==> config.mk <==
export PLATFORM = sky130hd
export DESIGN_NAME = pointer_bank
export DESIGN_NICKNAME = d
export VERILOG_FILES = /design/src/rtl/pointer_bank_pkg.sv /design/src/rtl/ptr_wrap_arith.sv /design/src/rtl/pointer_bank.sv
export SDC_FILE = /design/constraint.sdc
export NUM_CORES = 1
export LEC_CHECK = 0
export BUFFER_PORTS_ARGS = -buffer_cell sky130_fd_sc_hd__buf_2
export CORE_MARGIN = 2
export CORE_UTILIZATION = 58
export CTS_CLUSTER_SIZE = 24
export DETAILED_ROUTE_END_ITERATION = 7
export PLACE_DENSITY = 0.74
export SYNTH_ARGS = -nofsm -noshare
export SYNTH_HDL_FRONTEND = slang
export SYNTH_SLANG_ARGS = --single-unit
==> constraint.sdc <==
create_clock -name clk -period 7.4 [get_ports clk]
set_input_delay 1.11 -clock clk [delete_from_list [all_inputs] [get_ports clk]]
set_output_delay 1.11 -clock clk [all_outputs]
set_load 0.005 [all_outputs]
==> src/rtl/pointer_bank_pkg.sv <==
// Shared opcode encoding, FSM states and parameter defaults for the pointer bank.
package pointer_bank_pkg;

    localparam int DEF_WIDTH   = 16;
    localparam int DEF_NUM_PTR = 4;
    localparam int DEF_STEP_W  = 4;

    typedef enum logic [2:0] {
        OP_NOP       = 3'd0,
        OP_LOAD      = 3'd1,
        OP_INC       = 3'd2,
        OP_DEC       = 3'd3,
        OP_SET_BASE  = 3'd4,
        OP_SET_LIMIT = 3'd5,
        OP_CLR_WRAP  = 3'd6,
        OP_STREAM    = 3'd7
    } op_e;

    typedef enum logic {
        ST_IDLE = 1'b0,
        ST_RUN  = 1'b1
    } state_e;

endpackage

==> src/rtl/ptr_wrap_arith.sv <==
// Step-with-wrap arithmetic inside [base, limit]; one instance serves both command and stream paths.
module ptr_wrap_arith #(
    parameter int WIDTH  = 16,
    parameter int STEP_W = 4
) (
    input  logic [WIDTH-1:0]  ptr,
    input  logic [WIDTH-1:0]  base,
    input  logic [WIDTH-1:0]  limit,
    input  logic [STEP_W-1:0] step,
    input  logic              dec,
    output logic [WIDTH-1:0]  result,
    output logic              wrap
);

    localparam int EW = WIDTH + 1;
    localparam logic [EW-1:0] ONE = EW'(1);

    logic [EW-1:0] p, b, l, s, span, sum;

    always_comb begin
        // NOTE: every output gets a default before any branch, so no path leaves it unassigned and no latch is inferred.
        result = ptr;
        wrap   = 1'b0;
        p      = {1'b0, ptr};
        b      = {1'b0, base};
        l      = {1'b0, limit};
        s      = EW'(step);
        span   = l - b + ONE;
        sum    = p + s;

        if (step == '0) begin
            result = ptr;
        end else if ((base > limit) || (ptr < base) || (ptr > limit) || (s > span)) begin
            // Inconsistent window or oversized step: snap to base and flag it.
            result = base;
            wrap   = 1'b1;
        end else if (!dec) begin
            if (sum > l) begin
                result = WIDTH'(b + (sum - l - ONE));
                wrap   = 1'b1;
            end else begin
                result = WIDTH'(sum);
            end
        end else begin
            if (p < (b + s)) begin
                // limit - (base - (ptr - step)) + 1, reordered to stay non-negative.
                result = WIDTH'(l + ONE - b + p - s);
                wrap   = 1'b1;
            end else begin
                result = WIDTH'(p - s);
            end
        end
    end

endmodule

==> src/rtl/pointer_bank.sv <==
// Bank of wrapping pointers with a command port, a combinational read port and a beat streamer.
module pointer_bank
    import pointer_bank_pkg::*;
#(
    parameter int WIDTH   = DEF_WIDTH,
    parameter int NUM_PTR = DEF_NUM_PTR,
    parameter int STEP_W  = DEF_STEP_W,
    localparam int SEL_W  = $clog2(NUM_PTR)
) (
    input  logic              clk,
    input  logic              reset,
    input  logic              cmd_valid,
    output logic              cmd_ready,
    input  logic [2:0]        cmd_op,
    input  logic [SEL_W-1:0]  cmd_sel,
    input  logic [WIDTH-1:0]  cmd_data,
    input  logic [STEP_W-1:0] cmd_step,
    input  logic [SEL_W-1:0]  rd_sel,
    output logic [WIDTH-1:0]  rd_ptr,
    output logic              rd_wrap,
    output logic              stream_valid,
    input  logic              stream_ready,
    output logic [WIDTH-1:0]  stream_addr,
    output logic              stream_last
);

    logic [WIDTH-1:0]  ptr_q   [NUM_PTR];
    logic [WIDTH-1:0]  base_q  [NUM_PTR];
    logic [WIDTH-1:0]  limit_q [NUM_PTR];
    logic [NUM_PTR-1:0] wrap_q;

    state_e            state_q, state_d;
    logic [WIDTH-1:0]  cnt_q, cnt_d;
    logic [SEL_W-1:0]  ch_q, ch_d;
    logic [STEP_W-1:0] step_q, step_d;

    op_e               op;
    logic              cmd_fire, beat_fire;
    logic              ar_fire, ar_dec, ar_wrap;
    logic [SEL_W-1:0]  ar_ch;
    logic [STEP_W-1:0] ar_step;
    logic [WIDTH-1:0]  ar_result;

    assign op        = op_e'(cmd_op);
    assign cmd_fire  = cmd_valid && cmd_ready;
    assign beat_fire = stream_valid && stream_ready;

    assign rd_ptr  = ptr_q[rd_sel];
    assign rd_wrap = wrap_q[rd_sel];

    // The streamer owns the arithmetic while running; commands are blocked then.
    always_comb begin
        ar_ch   = cmd_sel;
        ar_step = cmd_step;
        ar_dec  = (op == OP_DEC);
        ar_fire = cmd_fire && ((op == OP_INC) || (op == OP_DEC));
        if (state_q == ST_RUN) begin
            ar_ch   = ch_q;
            ar_step = step_q;
            ar_dec  = 1'b0;
            ar_fire = beat_fire;
        end
    end

    ptr_wrap_arith #(
        .WIDTH  (WIDTH),
        .STEP_W (STEP_W)
    ) u_arith (
        .ptr    (ptr_q[ar_ch]),
        .base   (base_q[ar_ch]),
        .limit  (limit_q[ar_ch]),
        .step   (ar_step),
        .dec    (ar_dec),
        .result (ar_result),
        .wrap   (ar_wrap)
    );

    // NOTE: the per-channel arrays are a handful of flops with defined reset values, so they are reset like any register rather than treated as RAM.
    always_ff @(posedge clk or posedge reset) begin
        if (reset) begin
            for (int i = 0; i < NUM_PTR; i++) begin
                ptr_q[i]   <= '0;
                base_q[i]  <= '0;
                limit_q[i] <= '1;
            end
            wrap_q <= '0;
        end else begin
            // NOTE: non-blocking assignments keep every register sampling pre-edge values, independent of statement order.
            if (ar_fire) ptr_q[ar_ch] <= ar_result;
            if (cmd_fire) begin
                case (op)
                    OP_LOAD:      ptr_q[cmd_sel]   <= cmd_data;
                    OP_SET_BASE:  base_q[cmd_sel]  <= cmd_data;
                    OP_SET_LIMIT: limit_q[cmd_sel] <= cmd_data;
                    default: ;
                endcase
            end
            for (int i = 0; i < NUM_PTR; i++) begin
                if (ar_fire && ar_wrap && (ar_ch == SEL_W'(i)))
                    wrap_q[i] <= 1'b1;
                else if (cmd_fire && (op == OP_CLR_WRAP) && (cmd_sel == SEL_W'(i)))
                    wrap_q[i] <= 1'b0;
            end
        end
    end

    always_ff @(posedge clk or posedge reset) begin
        if (reset) begin
            state_q <= ST_IDLE;
            cnt_q   <= '0;
            ch_q    <= '0;
            step_q  <= '0;
        end else begin
            state_q <= state_d;
            cnt_q   <= cnt_d;
            ch_q    <= ch_d;
            step_q  <= step_d;
        end
    end

    always_comb begin
        state_d      = state_q;
        cnt_d        = cnt_q;
        ch_d         = ch_q;
        step_d       = step_q;
        cmd_ready    = 1'b0;
        stream_valid = 1'b0;
        stream_addr  = '0;
        stream_last  = 1'b0;
        case (state_q)
            ST_IDLE: begin
                cmd_ready = 1'b1;
                if (cmd_valid && (op == OP_STREAM) && (cmd_data != '0)) begin
                    state_d = ST_RUN;
                    cnt_d   = cmd_data;
                    ch_d    = cmd_sel;
                    step_d  = cmd_step;
                end
            end
            ST_RUN: begin
                stream_valid = 1'b1;
                stream_addr  = ptr_q[ch_q];
                stream_last  = (cnt_q == WIDTH'(1));
                if (stream_ready) begin
                    cnt_d = cnt_q - WIDTH'(1);
                    if (cnt_q == WIDTH'(1)) state_d = ST_IDLE;
                end
            end
            default: state_d = ST_IDLE;
        endcase
    end

endmodule

==> summary.md, run 1 <==
| Metric | Value |
|---|---|
| Cell area after layout | `21,000 um^2` |
| CP most frequent cell | `ha_1` |
| Worst setup SP type | `flop` |
| CORE AREA | `32,500 um^2` |
| Critical path's slowest cell | `dfrtp_1` |
| Final wirelength | `65.6 mm` |
| MaxCap Viol Count | `0` |
| Mux share of post-synthesis cell area | `0.193` |
| Routed WL per cell | `27.2 um` |
| Post-CTS Setup Bufs | `0` |
| Root Driver | `clkbuf_16` |
| CTS buffer count | `24` |
| Largest net degree at the start of global routing | `89` |
| DRC violations left | `0` |
| Setup-failing EPs final | `0` |
| Clock Latency Late Sink | `530 ps` |
| Synth cell types | `82` |
| Worst-path maximum fanout | `18` |
| Share of layout cells above drive strength 1 | `0.247` |
| Critical path type | `reg2reg` |
| TritonRoute pass-1 iters | `8` |
| Synth Area in Simple Gates | `0.124` |
| Net count after synthesis | `2,125` |
| Total negative setup slack | `0 ps` |
| Starting Density | `0.589` |
| Total track usage | `0.385` |
| Arr. time, crit path | `7200 ps` |
| Ys flop type | `dfrtp_1` |
| Fin cells | `2,412` |
| Global-route wire length before repair | `99.2 mm` |
| Fmax | `147 MHz` |
| Final Wtd Congestion | `0.993` |
| Fin crit period | `6820 ps` |
| GRT overflow | `0` |
| Slew Limit Fails | `0` |
| Rel. slew slack | `0.151` |
| Crit. End Element | `flop` |
| # IOs | `67` |
| Vias | `16,800` |
| # clock sinks | `219` |
| Post-cts gate resize count | `0` |
| Synth top area share | `0.203` |
| Via density | `6.95` |
| Synthesized flop and latch total | `219` |
| Async set-reset flop share out of synthesis | `1.00` |
| Most frequent cells in the layout | `ha_1 (160), dfrtp_1 (154), mux2_2 (145)` |
| Crit path required time | `7770 ps` |
| P&R area growth vs syn | `9.67%` |
| Vias in the first global route | `16,700` |
| Initial DRC count | `1,871` |
| Cell Area, Synth | `19,100 um^2` |
| Unrepaired setup endpoints after global routing | `no` |
| Register area share after synthesis | `0.291` |
| CTS max path bufs | `3` |
| DIE WIDTH | `185 um` |
| DIE AREA | `34,400 um^2` |
| Row count | `66` |
| Flop2flop setup slack | `580 ps` |
| # nets final | `2,188` |
| Worst-margin pin slew | `1270 ps` |
| Syn_area_per_cell | `10.1 um^2` |
| Height of the die | `185 um` |
| Largest family of logic cells by synthesized area | `multiplexers` |
| Final Hold Viols | `0` |
| Synth top area cells | `dfrtp_1 (20%), ha_1 (10%), dfstp_2 (8.8%)` |
| Post-Synth Adder-Cell Area | `0.153` |
| Post-synthesis compound-gate area fraction | `0.161` |
| Hpwl dp | `48.5 mm` |
| Post-CTS Hold Buffers | `0` |
| PortBufs | `66` |
| Initial antenna violation count | `1` |
| Post-DRT Antenna Nets | `0` |
| XOR/XNOR Fraction of Synth Area | `0.0307` |
| Commonest non-fill, non-tap cell in the layout | `ha_1` |
| Min-delay worst type | `reg2reg` |
| Status | `finished clean` |
| Placed instance area | `20,100 um^2` |
| H-tree Lvls | `1` |
| Hold_ws | `503 ps` |
| Clock transition at the registers of the reported paths | `70 ps` |
| Leading area contributor after synthesis | `dfrtp_1` |
| Number of synthesis warnings | `0` |
| Placed Cells | `2,367` |
| Syn Inst Count | `1,888` |
| Post-route clock period utilization | `0.922` |
| CTS tree | `built` |
| Number of synthesized flops with an enable pin | `0` |
| CP cell instances | `nor3b_1 -> o21ba_2 -> nor4_2 -> ha_1 -> inv_1 -> fa_1 -> o31ai_1 -> buf_4 -> nor4b_2 -> nand2_1 -> xnor2_1 -> ha_1 -> a21o_1 -> a21oi_1 -> o21ai_0 -> o21a_1 -> or2_1 -> mux2_2 -> mux2i_1 -> o221ai_1` |
| CP peak stage delay | `940 ps` |
| Setup Skew | `17.6 ps` |
-- critical path, delay by kind of cell, from the launching register on --
kind | cells | cell delay, ps
adders and majority gates | 3 | 1090
AOI/OAI and AO/OA | 7 | 1390
xor gates and xnor gates | 1 | 340
buffers and inverters | 2 | 260
DFF | 1 | 940
and+or+nand+nor | 5 | 1680
muxes | 2 | 960
-- final timing paths --
| kind | startpoint | end | cells past startpoint |
|---|---|---|---|
| worst min-delay path | base_q[45]$_DFFE_PP0P_ | base_q[45]$_DFFE_PP0P_ | 1 |
| max in group asynchronous | reset | state_q$_DFF_PP0_ | 3 |
| worst min register to register | base_q[45]$_DFFE_PP0P_ | base_q[45]$_DFFE_PP0P_ | 1 |
| worst max-delay path | ch_q[1]$_DFFE_PP0P_ | ptr_q[36]$_DFF_PP0_ | 20 |
| min in group asynchronous | reset | cnt_q[4]$_DFFE_PP0P_ | 2 |
| worst max register to register | ch_q[1]$_DFFE_PP0P_ | ptr_q[36]$_DFF_PP0_ | 20 |
-- cells in the mapped netlist (6+ instances only) --
cell type / n
inv_1: 120
and3_1: 12
o211ai_1: 9
ha_1: 160
mux2_2: 145
buf_1: 9
buf_2: 15
and4_1: 7
o221ai_1: 26
nor2b_1: 15
o21a_1: 11
o41ai_1: 7
a31oi_1: 15
dfrtp_1: 155
o21ai_0: 86
xor2_1: 24
buf_6: 6
clkbuf_1: 70
a22oi_1: 33
a21o_1: 27
nand2b_1: 14
xnor2_1: 43
o22ai_1: 19
o31ai_1: 13
a221o_1: 33
nor3_1: 27
a211oi_1: 11
nor2_1: 111
nand4_1: 18
nand2_1: 127
and2_1: 24
mux4_2: 70
dfstp_2: 64
nand3_1: 59
nor3b_1: 6
nor4_1: 14
mux2i_1: 40
a221oi_1: 34
fa_1: 46
or3_1: 9
a21oi_1: 74
-- routing by layer --
layer / track usage / part of all wire / wire (um) / vias to the layer above
li1: - / - / - / 7204
met1: 0.484 / 0.37 / 24200 / 8259
met2: 0.620 / 0.46 / 30000 / 1056
met3: 0.107 / 0.12 / 7850 / 248
met4: 0.175 / 0.053 / 3500 / 0
met5: 0 / 0 / 0 / -
-- layout make-up --
type | instances | area, um^2
diodes | 1 | 2.50
repair buffers | 138 | 871
flip-flops and latches | 219 | 5560
multi-input cells | 1446 | 12700
clock buffers | 34 | 691
clock inverters | 10 | 111
fillers | 2630 | 11500
inverters | 122 | 465
well taps | 442 | 553
-- metrics by stage --
stage	util	setup WS, ps
after global routing	0.645	288
after global placement	0.621	381
after detailed placement	0.621	312
after CTS	0.645	751
final	0.646	578
after floorplan	-	403
-- flip-flops by register name, summed over array words and instances, names as in the netlist --
name	cells
limit_q	64
cnt_q	16
base_q	64
wrap_q	4
ch_q	2
ptr_q	64
step_q	4
state_q	1
-- cell families after synthesis --
logic type | after synthesis
multiplexers | 259
AND/OR/NAND/NOR | 474
AO/OA/AOI/OAI | 440
flip-flops | 219
adder cells (fa/ha/maj) | 206
XOR/XNOR | 67
buffers and inverters | 223
Power of run 1 is not shown: default switching activity piles up to over one toggle a cycle in this logic, so the estimate is an artifact.
==> inputs of run 2 (changes only) <==
--- a/config.mk
+++ b/config.mk
@@ -13,4 +13,5 @@
 export PLACE_DENSITY = 0.74
 export SYNTH_ARGS = -nofsm -noshare
 export SYNTH_HDL_FRONTEND = slang
+export SYNTH_HIERARCHICAL = 1
 export SYNTH_SLANG_ARGS = --single-unit
==> run 2 against run 1 <==
Cell count down 1.7%. Register-to-register slack worse by 110 ps. Utilization down 0.13 points. Setup slack worse by 110 ps. Clock skew down 7.3 ps. Sequential share of layout area up 0.12 points. Global-route usage down 1.9 points. Routed wire length down 7.0%. Via count down 5.9%. Largest cell class unchanged.
==> summary.md, run 2 <==
| Metric | Value |
|---|---|
| Status | `finished clean (unchanged)` |
| Number of synthesis warnings | `6 (was 0)` |
| TritonRoute pass-1 iters | `6 (was 8)` |
| Setup-failing EPs final | `0 (unchanged)` |
| Post-cts gate resize count | `0 (unchanged)` |
| Net count after synthesis | `2,089 (was 2,125)` |
| Synth top area share | `0.204 (was 0.203)` |
| Synth cell types | `95 (was 82)` |
| H-tree Lvls | `1 (unchanged)` |
| CTS buffer count | `25 (was 24)` |
| Crit path required time | `7790 ps (was 7770 ps)` |
| Clock transition at the registers of the reported paths | `60 ps (was 70 ps)` |
| Final Wtd Congestion | `1.06 (was 0.993)` |
| Via density | `6.66 (was 6.95)` |
| Post-DRT Antenna Nets | `0 (unchanged)` |
| GRT overflow | `0 (unchanged)` |
| Placed Cells | `2,325 (was 2,367)` |
| Post-route clock period utilization | `0.937 (was 0.922)` |
| Height of the die | `185 um (about the same)` |
| Vias | `15,800 (was 16,800)` |
| DIE WIDTH | `185 um (about the same)` |
| Commonest non-fill, non-tap cell in the layout | `ha_1 (unchanged)` |
| CTS tree | `built (unchanged)` |
| Routed WL per cell | `25.7 um (was 27.2 um)` |
| Worst-margin pin slew | `1220 ps (was 1270 ps)` |
| Total track usage | `0.366 (was 0.385)` |
| Dpl ws | `269 ps (was 312 ps)` |
| Fin crit period | `6940 ps (was 6820 ps)` |
| Slew Limit Fails | `0 (unchanged)` |
| Largest net degree at the start of global routing | `143 (was 89)` |
| Critical path type | `reg2reg (unchanged)` |
| Diode count | `0 (was 1)` |
| Ys flop type | `dfrtp_1 (unchanged)` |
| Root Driver | `clkbuf_16 (unchanged)` |
| # nets final | `2,148 (was 2,188)` |
| Total negative setup slack | `0 ps (unchanged)` |
| PortBufs | `66 (unchanged)` |
| Initial DRC count | `1,553 (was 1,871)` |
| # IOs | `67 (unchanged)` |
| Async set-reset flop share out of synthesis | `1.00 (unchanged)` |
| Number of synthesized flops with an enable pin | `0 (unchanged)` |
| Synth top area cells | `dfrtp_1 (20%), ha_1 (11%), mux4_2 (9.6%) (was dfrtp_1 (20%), ha_1 (10%), dfstp_2 (8.8%))` |
| Post-CTS Hold Buffers | `0 (unchanged)` |
| MaxCap Viol Count | `0 (unchanged)` |
| DIE AREA | `34,200 um^2 (was 34,400 um^2)` |
| Arr. time, crit path | `7320 ps (was 7200 ps)` |
| Final Hold Viols | `0 (unchanged)` |
| Post-route setup slack | `465 ps (was 578 ps)` |
| Worst-path maximum fanout | `21 (was 18)` |
| Rel. slew slack | `0.183 (was 0.151)` |
| Biggest regs | `base_q: 64 flops, limit_q: 64 flops, ptr_q: 64 flops (unchanged)` |
| Row count | `66 (unchanged)` |
| Top-count cell post-synth | `ha_1 (unchanged)` |
| Synthesized flop and latch total | `219 (unchanged)` |
| Most common library cells after synthesis | `ha_1 (167), dfrtp_1 (155), nand2_1 (142) (was ha_1 (160), dfrtp_1 (155), mux2_2 (145))` |
| # fillers | `2,629 (was 2,630)` |
| Hpwl dp | `45.7 mm (was 48.5 mm)` |
| DRC violations left | `0 (unchanged)` |
| Cell Area, Synth | `19,000 um^2 (was 19,100 um^2)` |
| Worst setup SP type | `flop (unchanged)` |
| Leading area contributor after synthesis | `dfrtp_1 (unchanged)` |
| Global-route wire length before repair | `94.4 mm (was 99.2 mm)` |
| Setup Skew | `10.3 ps (was 17.6 ps)` |
| Most frequent cells in the layout | `ha_1 (167), dfrtp_1 (155), nand2_1 (142) (was ha_1 (160), dfrtp_1 (154), mux2_2 (145))` |
| Min-delay worst type | `reg2reg (unchanged)` |
| Fin cells | `2,370 (was 2,412)` |
| CTS max path bufs | `3 (unchanged)` |
| Starting Density | `0.587 (was 0.589)` |
| P&R area growth vs syn | `9.69% (was 9.67%)` |
| Fmax | `144 MHz (was 147 MHz)` |
| Share of layout cells above drive strength 1 | `0.267 (was 0.247)` |
| Crit. End Element | `flop (unchanged)` |
| Unrepaired setup endpoints after global routing | `no (unchanged)` |
| Syn Inst Count | `1,851 (was 1,888)` |
| # clock sinks | `219 (unchanged)` |
| Post-CTS Setup Bufs | `0 (unchanged)` |
| Final wirelength | `61.0 mm (was 65.6 mm)` |
| Vias in the first global route | `15,800 (was 16,700)` |
| Initial antenna violation count | `0 (was 1)` |
| Register area share after synthesis | `0.292 (was 0.291)` |
| CORE AREA | `32,400 um^2 (was 32,500 um^2)` |
| Syn_area_per_cell | `10.3 um^2 (was 10.1 um^2)` |
| Clock Latency Late Sink | `540 ps (was 530 ps)` |
==> run 2: changes by cell type in the layout (fill, tap and decap cells not counted), moves of 30 or more <==
cell	previous run	this run
mux2i_1	38	78
nor2_1	108	76
a221oi_1	34	3
a22oi_1	33	2
o21ai_0	86	116
a221o_1	33	3
==> run 2: metrics by stage <==
stage	util	hold WS (ps)	area [um^2]
floorplan	-	461	19000
global placement	0.617	483	20000
detailed placement	0.617	491	20000
CTS	0.644	504	20900
global route	0.644	514	20900
finish	0.644	500	20900
==> run 2: worst paths after layout <==
kind | startpoint | end | slack, ps | cells past startpoint
max reg2reg | state_q$_DFF_PP0_ | ptr_q[42]$_DFF_PP0_ | 460 | 19
min reg2reg | base_q[12]$_DFFE_PP0P_ | base_q[12]$_DFFE_PP0P_ | 500 | 1
min | base_q[12]$_DFFE_PP0P_ | base_q[12]$_DFFE_PP0P_ | 500 | 1
min in group asynchronous | reset | base_q[60]$_DFFE_PP0P_ | 750 | 2
max in group asynchronous | reset | cnt_q[1]$_DFFE_PP0P_ | 5000 | 3
max | state_q$_DFF_PP0_ | ptr_q[42]$_DFF_PP0_ | 460 | 19
==> run 2: area by class of cell <==
cell class	instances	area (um^2)	area share
inverter	137	522	0.0250
multi-input combinational	1396	12500	0.599
sequential	219	5560	0.267
tap	442	553	0.0265
timing repair buffer	131	843	0.0404
clock buffer	34	719	0.0345
clock inverter	11	168	0.00804
==> run 2: cell families after synthesis <==
logic type | Yosys count | synth area share
adders and majority gates | 207 | 0.152
muxes | 301 | 0.222
AOI/OAI and AO/OA | 372 | 0.129
and+or+nand+nor | 447 | 0.120
DFF | 219 | 0.292
xor gates and xnor gates | 69 | 0.0318
buffers and inverters | 236 | 0.0527
==> run 2: critical path, stage by stage (launching register included) <==
cell	delay (ps)
dfrtp_1	530
buf_4	320
mux2_2	490
buf_4	280
mux4_2	580
and3_1	340
nand4_1	310
a2111oi_0	720
xnor2_1	350
ha_1	410
nand3_1	110
nor4_1	360
a21oi_1	100
o221a_4	330
a21oi_4	310
a211oi_1	210
a211oi_1	380
o21ai_0	290
mux2i_1	220
o21ai_0	120
==> run 2: routing by layer <==
layer  up-vias  GRT usage  wire, um
li1       6892          -         -
met1      7923      0.505     25200
met2       786      0.574     27800
met3       180     0.0574      5070
met4         0      0.162      3000
met5         -          0         0
Power of run 2 is left out for the same reason.
